$ cat config.mk
export PLATFORM = sky130hd
export DESIGN_NAME = i2s_transmitter
export DESIGN_NICKNAME = d
export VERILOG_FILES = /design/src/rtl/i2s_pkg.sv /design/src/rtl/i2s_slot_serializer.sv /design/src/rtl/i2s_transmitter.sv
export SDC_FILE = /design/constraint.sdc
export NUM_CORES = 1
export LEC_CHECK = 0
export ABC_CLOCK_PERIOD_IN_PS = 2700
export CAP_MARGIN = 20
export CORE_MARGIN = 2
export CORE_UTILIZATION = 59
export CTS_CLUSTER_SIZE = 12
export DETAILED_ROUTE_END_ITERATION = 16
export PLACE_DENSITY = 0.84
export SLEW_MARGIN = 15
export SYNTH_ARGS = -nofsm -noshare
export SYNTH_HDL_FRONTEND = slang
export SYNTH_SLANG_ARGS = --single-unit
$ cat constraint.sdc
create_clock -name bclk -period 2.7 [get_ports bclk]
set_clock_uncertainty 0.05 [all_clocks]
set_input_delay 0.675 -clock bclk [delete_from_list [all_inputs] [get_ports bclk]]
set_output_delay 0.675 -clock bclk [all_outputs]
set_load 0.02 [all_outputs]
$ cat src/rtl/i2s_pkg.sv
// rtl/i2s_pkg.sv - shared widths and sample types for the I2S transmit path
package i2s_pkg;

    localparam int DATALEN = 16;
    localparam int SLOTLEN = 32;
    localparam int POSW    = $clog2(SLOTLEN);
    localparam int CNTW    = POSW + 1;

    typedef logic [DATALEN-1:0] sample_t;

    typedef struct packed {
        sample_t l;
        sample_t r;
    } stereo_t;

endpackage

$ cat src/rtl/i2s_slot_serializer.sv
// rtl/i2s_slot_serializer.sv - one-slot MSB-first shift register with the I2S one-bit delay
module i2s_slot_serializer #(
    parameter int DATALEN = 16,
    parameter int POSW    = 5
) (
    input  logic               bclk,
    input  logic               rst_n,
    input  logic [POSW-1:0]    pos_i,
    input  logic [DATALEN-1:0] load_data_i,
    output logic               sdata_o
);

    localparam logic [POSW-1:0] LAST_POS = POSW'(DATALEN);

    logic [DATALEN-1:0] shift_q;
    logic [DATALEN-1:0] shift_d;
    logic               sdata_q;
    logic               sdata_d;

    // pos_i is the slot position about to be entered: position 0 reloads and idles the line,
    // positions 1..DATALEN emit the MSB and shift, the padding tail stays low
    always_comb begin
        shift_d = shift_q;
        sdata_d = 1'b0;
        if (pos_i == '0) begin
            shift_d = load_data_i;
        end else if (pos_i <= LAST_POS) begin
            sdata_d = shift_q[DATALEN-1];
            shift_d = {shift_q[DATALEN-2:0], 1'b0};
        end
    end

    // Shift register and registered serial output
    always_ff @(posedge bclk or negedge rst_n) begin
        if (!rst_n) begin
            shift_q <= '0;
            sdata_q <= 1'b0;
        end else begin
            shift_q <= shift_d;
            sdata_q <= sdata_d;
        end
    end

    assign sdata_o = sdata_q;

endmodule

$ cat src/rtl/i2s_transmitter.sv
// rtl/i2s_transmitter.sv - I2S master transmitter; I2S_TX_HOLD_LAST_EN repeats the last pair on underrun
module i2s_transmitter
    import i2s_pkg::*;
(
    input  logic    bclk,
    input  logic    rst_n,
    input  sample_t left_in,
    input  sample_t right_in,
    input  logic    in_valid,
    output logic    in_ready,
    output logic    lrclk,
    output logic    sdata,
    output logic    frame_start,
    output logic    underrun
);

    localparam logic [CNTW-1:0] CNT_ONE = CNTW'(1);

    logic [CNTW-1:0] cnt_q;
    logic [CNTW-1:0] cnt_d;
    logic            lrclk_q;
    logic            lrclk_d;
    logic            frame_start_q;
    logic            frame_start_d;
    logic            underrun_q;
    logic            underrun_d;
    logic            full_q;
    logic            full_d;
    stereo_t         hold_q;
    stereo_t         hold_d;
    stereo_t         frame_q;
    stereo_t         frame_d;
    stereo_t         refill;
    logic            accept;
    logic            wrap;
    logic [POSW-1:0] pos_d;
    sample_t         slot_data;

    assign accept = in_valid & ~full_q;

`ifdef I2S_TX_HOLD_LAST_EN
    // Starved frame repeats whatever pair was last on the wire
    assign refill = frame_q;
`else
    // Starved frame is muted
    assign refill = '0;
`endif

    // Frame counter, hold register handshake and frame load; all flags are computed from the
    // next counter value so every output comes straight from a flop
    always_comb begin
        cnt_d         = cnt_q + CNT_ONE;
        wrap          = (cnt_d == '0);
        pos_d         = cnt_d[POSW-1:0];
        lrclk_d       = cnt_d[POSW];
        frame_start_d = wrap;
        underrun_d    = wrap & ~full_q;
        hold_d        = hold_q;
        full_d        = full_q;
        frame_d       = frame_q;
        if (accept) begin
            hold_d = '{l: left_in, r: right_in};
            full_d = 1'b1;
        end
        // A sample accepted on the wrap edge itself is too late for this frame and stays held
        if (wrap) begin
            if (full_q) begin
                frame_d = hold_q;
                full_d  = 1'b0;
            end else begin
                frame_d = refill;
            end
        end
        // Left slot takes the pair being loaded right now, right slot the pair already in frame_q
        slot_data = lrclk_d ? frame_q.r : frame_d.l;
    end

    // State registers
    always_ff @(posedge bclk or negedge rst_n) begin
        if (!rst_n) begin
            cnt_q         <= '0;
            lrclk_q       <= 1'b0;
            frame_start_q <= 1'b0;
            underrun_q    <= 1'b0;
            full_q        <= 1'b0;
            hold_q        <= '0;
            frame_q       <= '0;
        end else begin
            cnt_q         <= cnt_d;
            lrclk_q       <= lrclk_d;
            frame_start_q <= frame_start_d;
            underrun_q    <= underrun_d;
            full_q        <= full_d;
            hold_q        <= hold_d;
            frame_q       <= frame_d;
        end
    end

    i2s_slot_serializer #(
        .DATALEN (DATALEN),
        .POSW    (POSW)
    ) u_serializer (
        .bclk        (bclk),
        .rst_n       (rst_n),
        .pos_i       (pos_d),
        .load_data_i (slot_data),
        .sdata_o     (sdata)
    );

    assign in_ready    = ~full_q;
    assign lrclk       = lrclk_q;
    assign frame_start = frame_start_q;
    assign underrun    = underrun_q;

endmodule

=== Word level (Yosys, flattened, before mapping) ===
Cells that the tools add are included.

* Input port bits: 35
* Register bits after elaboration: 91
* Output and inout port bits: 5

* $lt $le $gt $ge: 1
* Reductions and logical operators: 3
* Bitwise logic cells: 3
* Multiplexer cells: 10
* $add $sub $neg: 1

{| class="wikitable"
|+ Operators by type and width
! operator !! number
|-
| $mux 32 || 2
|-
| $mux 16 || 3
|-
| $add 6x1->6 const B || 1
|-
| $logic_not 6->1 || 1
|-
| $le 5x5->1 const B || 1
|-
| $logic_not 5->1 || 1
|-
| $mux 1 || 5
|-
| $and 1x1->1 || 2
|-
| $reduce_bool 2->1 || 1
|-
| $not 1->1 || 1
|}

=== Logic depth before layout (Yosys ltp) ===
* Depth after elaboration: 5
* Mapped depth: 8
* Depth with buffers taken out: 6

=== Cells and area by module ===
From an unflattened synthesis, not the netlist that was laid out.

* Cell total of the unflattened synthesis: 343
* Area total of the unflattened synthesis: 4,257.8 µm²

{| class="wikitable"
|+ By module, submodules not included
! module !! cells each !! area each (µm²) !! times used !! sequential area each (µm²)
|-
| i2s_transmitter || 274 || 3,367.0 || 1 || 1,826.8
|-
| i2s_slot_serializer || 69 || 890.9 || 1 || 425.4
|}

=== Least setup slack after synthesis ===
OpenSTA, ideal clock, no wires.

* Path type: input-to-reg
* Start: input port in_valid
* End: register hold_q[0] (netlist name)
* Buffers on the path: 2
* Cell stages on the path: 4
* Slack: 978 ps
* Data required time: 2,525 ps
* Data arrival time: 1,547 ps
* Path through: nor2b_1 -> clkbuf_1 -> buf_2 -> mux2_2

* Longest elaborated chain between the ends: 1

{| class="wikitable"
|+ Ends and longest elaborated chain
! what !! line !! text
|-
| start, declared || i2s_transmitter.sv:9 || <nowiki>input logic in_valid,</nowiki>
|-
| $and 1x1->1 || i2s_transmitter.sv:39 || <nowiki>assign accept = in_valid & ~full_q;</nowiki>
|-
| end signal, assigned || i2s_transmitter.sv:94 || <nowiki>hold_q <= hold_d;</nowiki>
|-
| end, declared || i2s_transmitter.sv:29 || <nowiki>stereo_t hold_q;</nowiki>
|}

Every way passes these cells.
A chain may end at the register's enable or synchronous reset.

==> flow_summary.yaml <==
route:
  routedWlPerCell_um: 14.9
  dr.pass1.iters: 4
  finalWirelength_um: 5880
  drtIter0Drc: 129
  ant_nets: 0
  drc_errors: 0
  vias: 2184
  routed_via_density: 5.53
clocking:
  root_buffer: "clkbuf_8"
  clk_path_buf_depth: 2
  cts_buffers: 9
  ctsResizeCount: 0
  cts_tree: "yes"
  htreeDepth: 3
  hold_buffers: 0
  cts.sinks: 74
  insertion_delay_ps: 340
  clkTransAtPathRegs_ps: 70
  post_cts.repair.setup_buffers: 0
sta:
  tns_ps: 0
  fin_ws_ps: 556
  period_share: 0.794
  period_needed_ps: 2140
  setup_viol: 0
  rsz0062_at_grt: "no"
  worstMarginPinSlew_ps: 687
  relSlewSlack: 0.542
  hold_viol_final: 0
  drv_slew: 0
  max_freq_ghz: 0.466
floorplanning:
  core.rowCount: 27
  dieArea_um2: 6270
  num_io_pins: 40
  design.core.area_um2: 5470
  die_w_um: 79.2
  start_util: 0.609
  die_y_um: 79.2
logic_synthesis:
  netlist_top_cells_area: "dfrtp_1, mux2_2, o21ai_0"
  synth_cell_types: 35
  ys_ff_latch: 74
  yosysWarnings: 0
  syn_avg_cell_area_um2: 11.6
  ys_async_sr_fraction: 1.00
  synth_area_leader_cell: "dfrtp_1"
  synth_edf_count: 0
  syn_inst: 288
  netlist_area_um2: 3330
  synthesis.nets: 324
  synth_flop_cell: "dfrtp_1"
  seq_area_frac_synth: 0.556
  yosys.area.top_type_share: 0.556
worst_setup_path:
  cp_num_buf_inv: 1
  cpPeakStageDelay_ps: 630
  required_ps: 1980
  critPathCaptureType: "primary output"
  path_cells: "clkdlybuf4s50_1"
  cp_max_fo: 2
  crit_type: "flip-flop to primary output"
  path_delay_family: "buffers and inverters"
  slowest_stage: "clkdlybuf4s50_1"
  cp-start-kind: "flip-flop"
  cp.arrival_ps: 1420
layout:
  multi_input_area_um2: 1240
  fill_cells: 414
  drive_gt1_frac: 0.226
  design_area_um2: 3900
  instances_no_fill: 395
  nets: 354
  final-seq-area_um2: 1850
  syn2layout_area_growth_pct: 17.0
  diodes: 0
placed_design:
  place_congestion: 0.808
  io_buffers: 39
  dpl_cell_area_um2: 3720
  hpwl_um: 3860
  dp_slack_ps: 589
  place_inst: 379
global_routing:
  grt_max_degree: 46
  grt_pass1_vias: 2213
  overflow: 0
  gr-usage-all-layers: 0.209
  grt_pass1_wl_um: 10100
  antenna_found_initial: 0
run:
  drv_cap: 0
status:
  status: "finished, final reports clean"
power_and_ir_drop:
  ir_drop_mv: 0.533
  power_density_nw_per_um2: 646
  power.leakage_nw: 1.65
worst_hold_path:
  hold_class: "input port to async pin"
[kinds of logic (layout without fill, tap and decap cells)]
family	after synthesis	count (layout)	share of synthesized area
XOR/XNOR	5	5	0.0210
AO/OA/AOI/OAI	68	68	0.149
AND/OR/NAND/NOR	61	61	0.0878
flip-flops	74	74	0.556
buffers and inverters	46	81	0.0717
adder cells (fa/ha/maj)	1	1	0.00375
multiplexers	33	33	0.111
[area by class of cell]
type / instances / share of cell area
Multi-Input combinational cell: 168 / 0.319
Sequential cell: 74 / 0.475
Inverter: 20 / 0.0192
Tap cell: 72 / 0.0231
Clock inverter: 2 / 0.00257
Clock buffer: 14 / 0.0443
Timing Repair Buffer: 45 / 0.117
[report_power, final]
group / total, W / leakage (nW) / internal, W / switching (W)
Sequential: 0.00140 / 0.944 / 0.00130 / 0.000104
Combinational: 0.000333 / 0.609 / 0.000215 / 0.000118
Clock: 0.000787 / 0.0965 / 0.000407 / 0.000380
[cell usage after synthesis (2+ instances only)]
library cell	count
a21o_1	2
a31oi_1	6
a31oi_2	9
buf_2	6
buf_4	3
buf_6	5
clkbuf_1	11
dfrtp_1	74
inv_1	19
mux2_2	32
nand2_1	33
nand2_2	2
nand3_1	16
nor2_1	3
o21ai_0	31
o21ai_1	2
o2bb2ai_1	15
xnor2_1	2
[cells in the final DEF (no fill, tap or decap), types with 3 or more instances in the layout]
| cell | netlist | layout |
|---|---|---|
| clkbuf_8 | 1 | 12 |
| o2bb2ai_1 | 15 | 15 |
| clkdlybuf4s50_1 | 0 | 38 |
| nor2_1 | 3 | 3 |
| nand3_1 | 16 | 16 |
| a31oi_1 | 6 | 6 |
| inv_1 | 19 | 19 |
| buf_4 | 3 | 4 |
| a31oi_2 | 9 | 9 |
| mux2_2 | 32 | 32 |
| o21ai_0 | 31 | 31 |
| dfrtp_1 | 74 | 74 |
| nand2_1 | 33 | 33 |
[path summary, 6_finish.rpt]
| path | start | end | slack, ps | cells after the start |
|---|---|---|---|---|
| hold reg to reg | cnt_q[0] | cnt_q[0] | 400 | 1 |
| setup / recovery | cnt_q[5] | lrclk | 560 | 1 |
| setup reg to reg | cnt_q[0] | u_serializer.shift_q[4] | 800 | 6 |
| hold / removal | rst_n | full_q | 320 | 1 |
| min in group bclk | cnt_q[0] | cnt_q[0] | 400 | 1 |
| max in group asynchronous | rst_n | frame_q[6] | 1620 | 2 |
[registers in the layout, summed over array words and instances (netlist names)]
register              flops
frame_start               1
u_serializer.sdata_o      1
full_q                    1
hold_q                   32
underrun                  1
frame_q                  16
u_serializer.shift_q     16
cnt_q                     6
[layer usage]
metal / vias up / track usage / routed length, um
met5: - / 0 / 0
met4: 0 / 0.126 / 151
met1: 1060 / 0.272 / 2720
li1: 1050 / - / -
met3: 12 / 0.0318 / 246
met2: 62 / 0.333 / 2750
[per-stage QoR]
stage                     hold WS [ps]  power (W)   util
after floorplan                    329    0.00161      -
after global placement             384    0.00173  0.679
after detailed placement           393    0.00176  0.679
after CTS                          333    0.00253  0.713
after global routing               369    0.00264  0.713
final                              317    0.00252  0.713
Power figures use the tool's default switching activity.
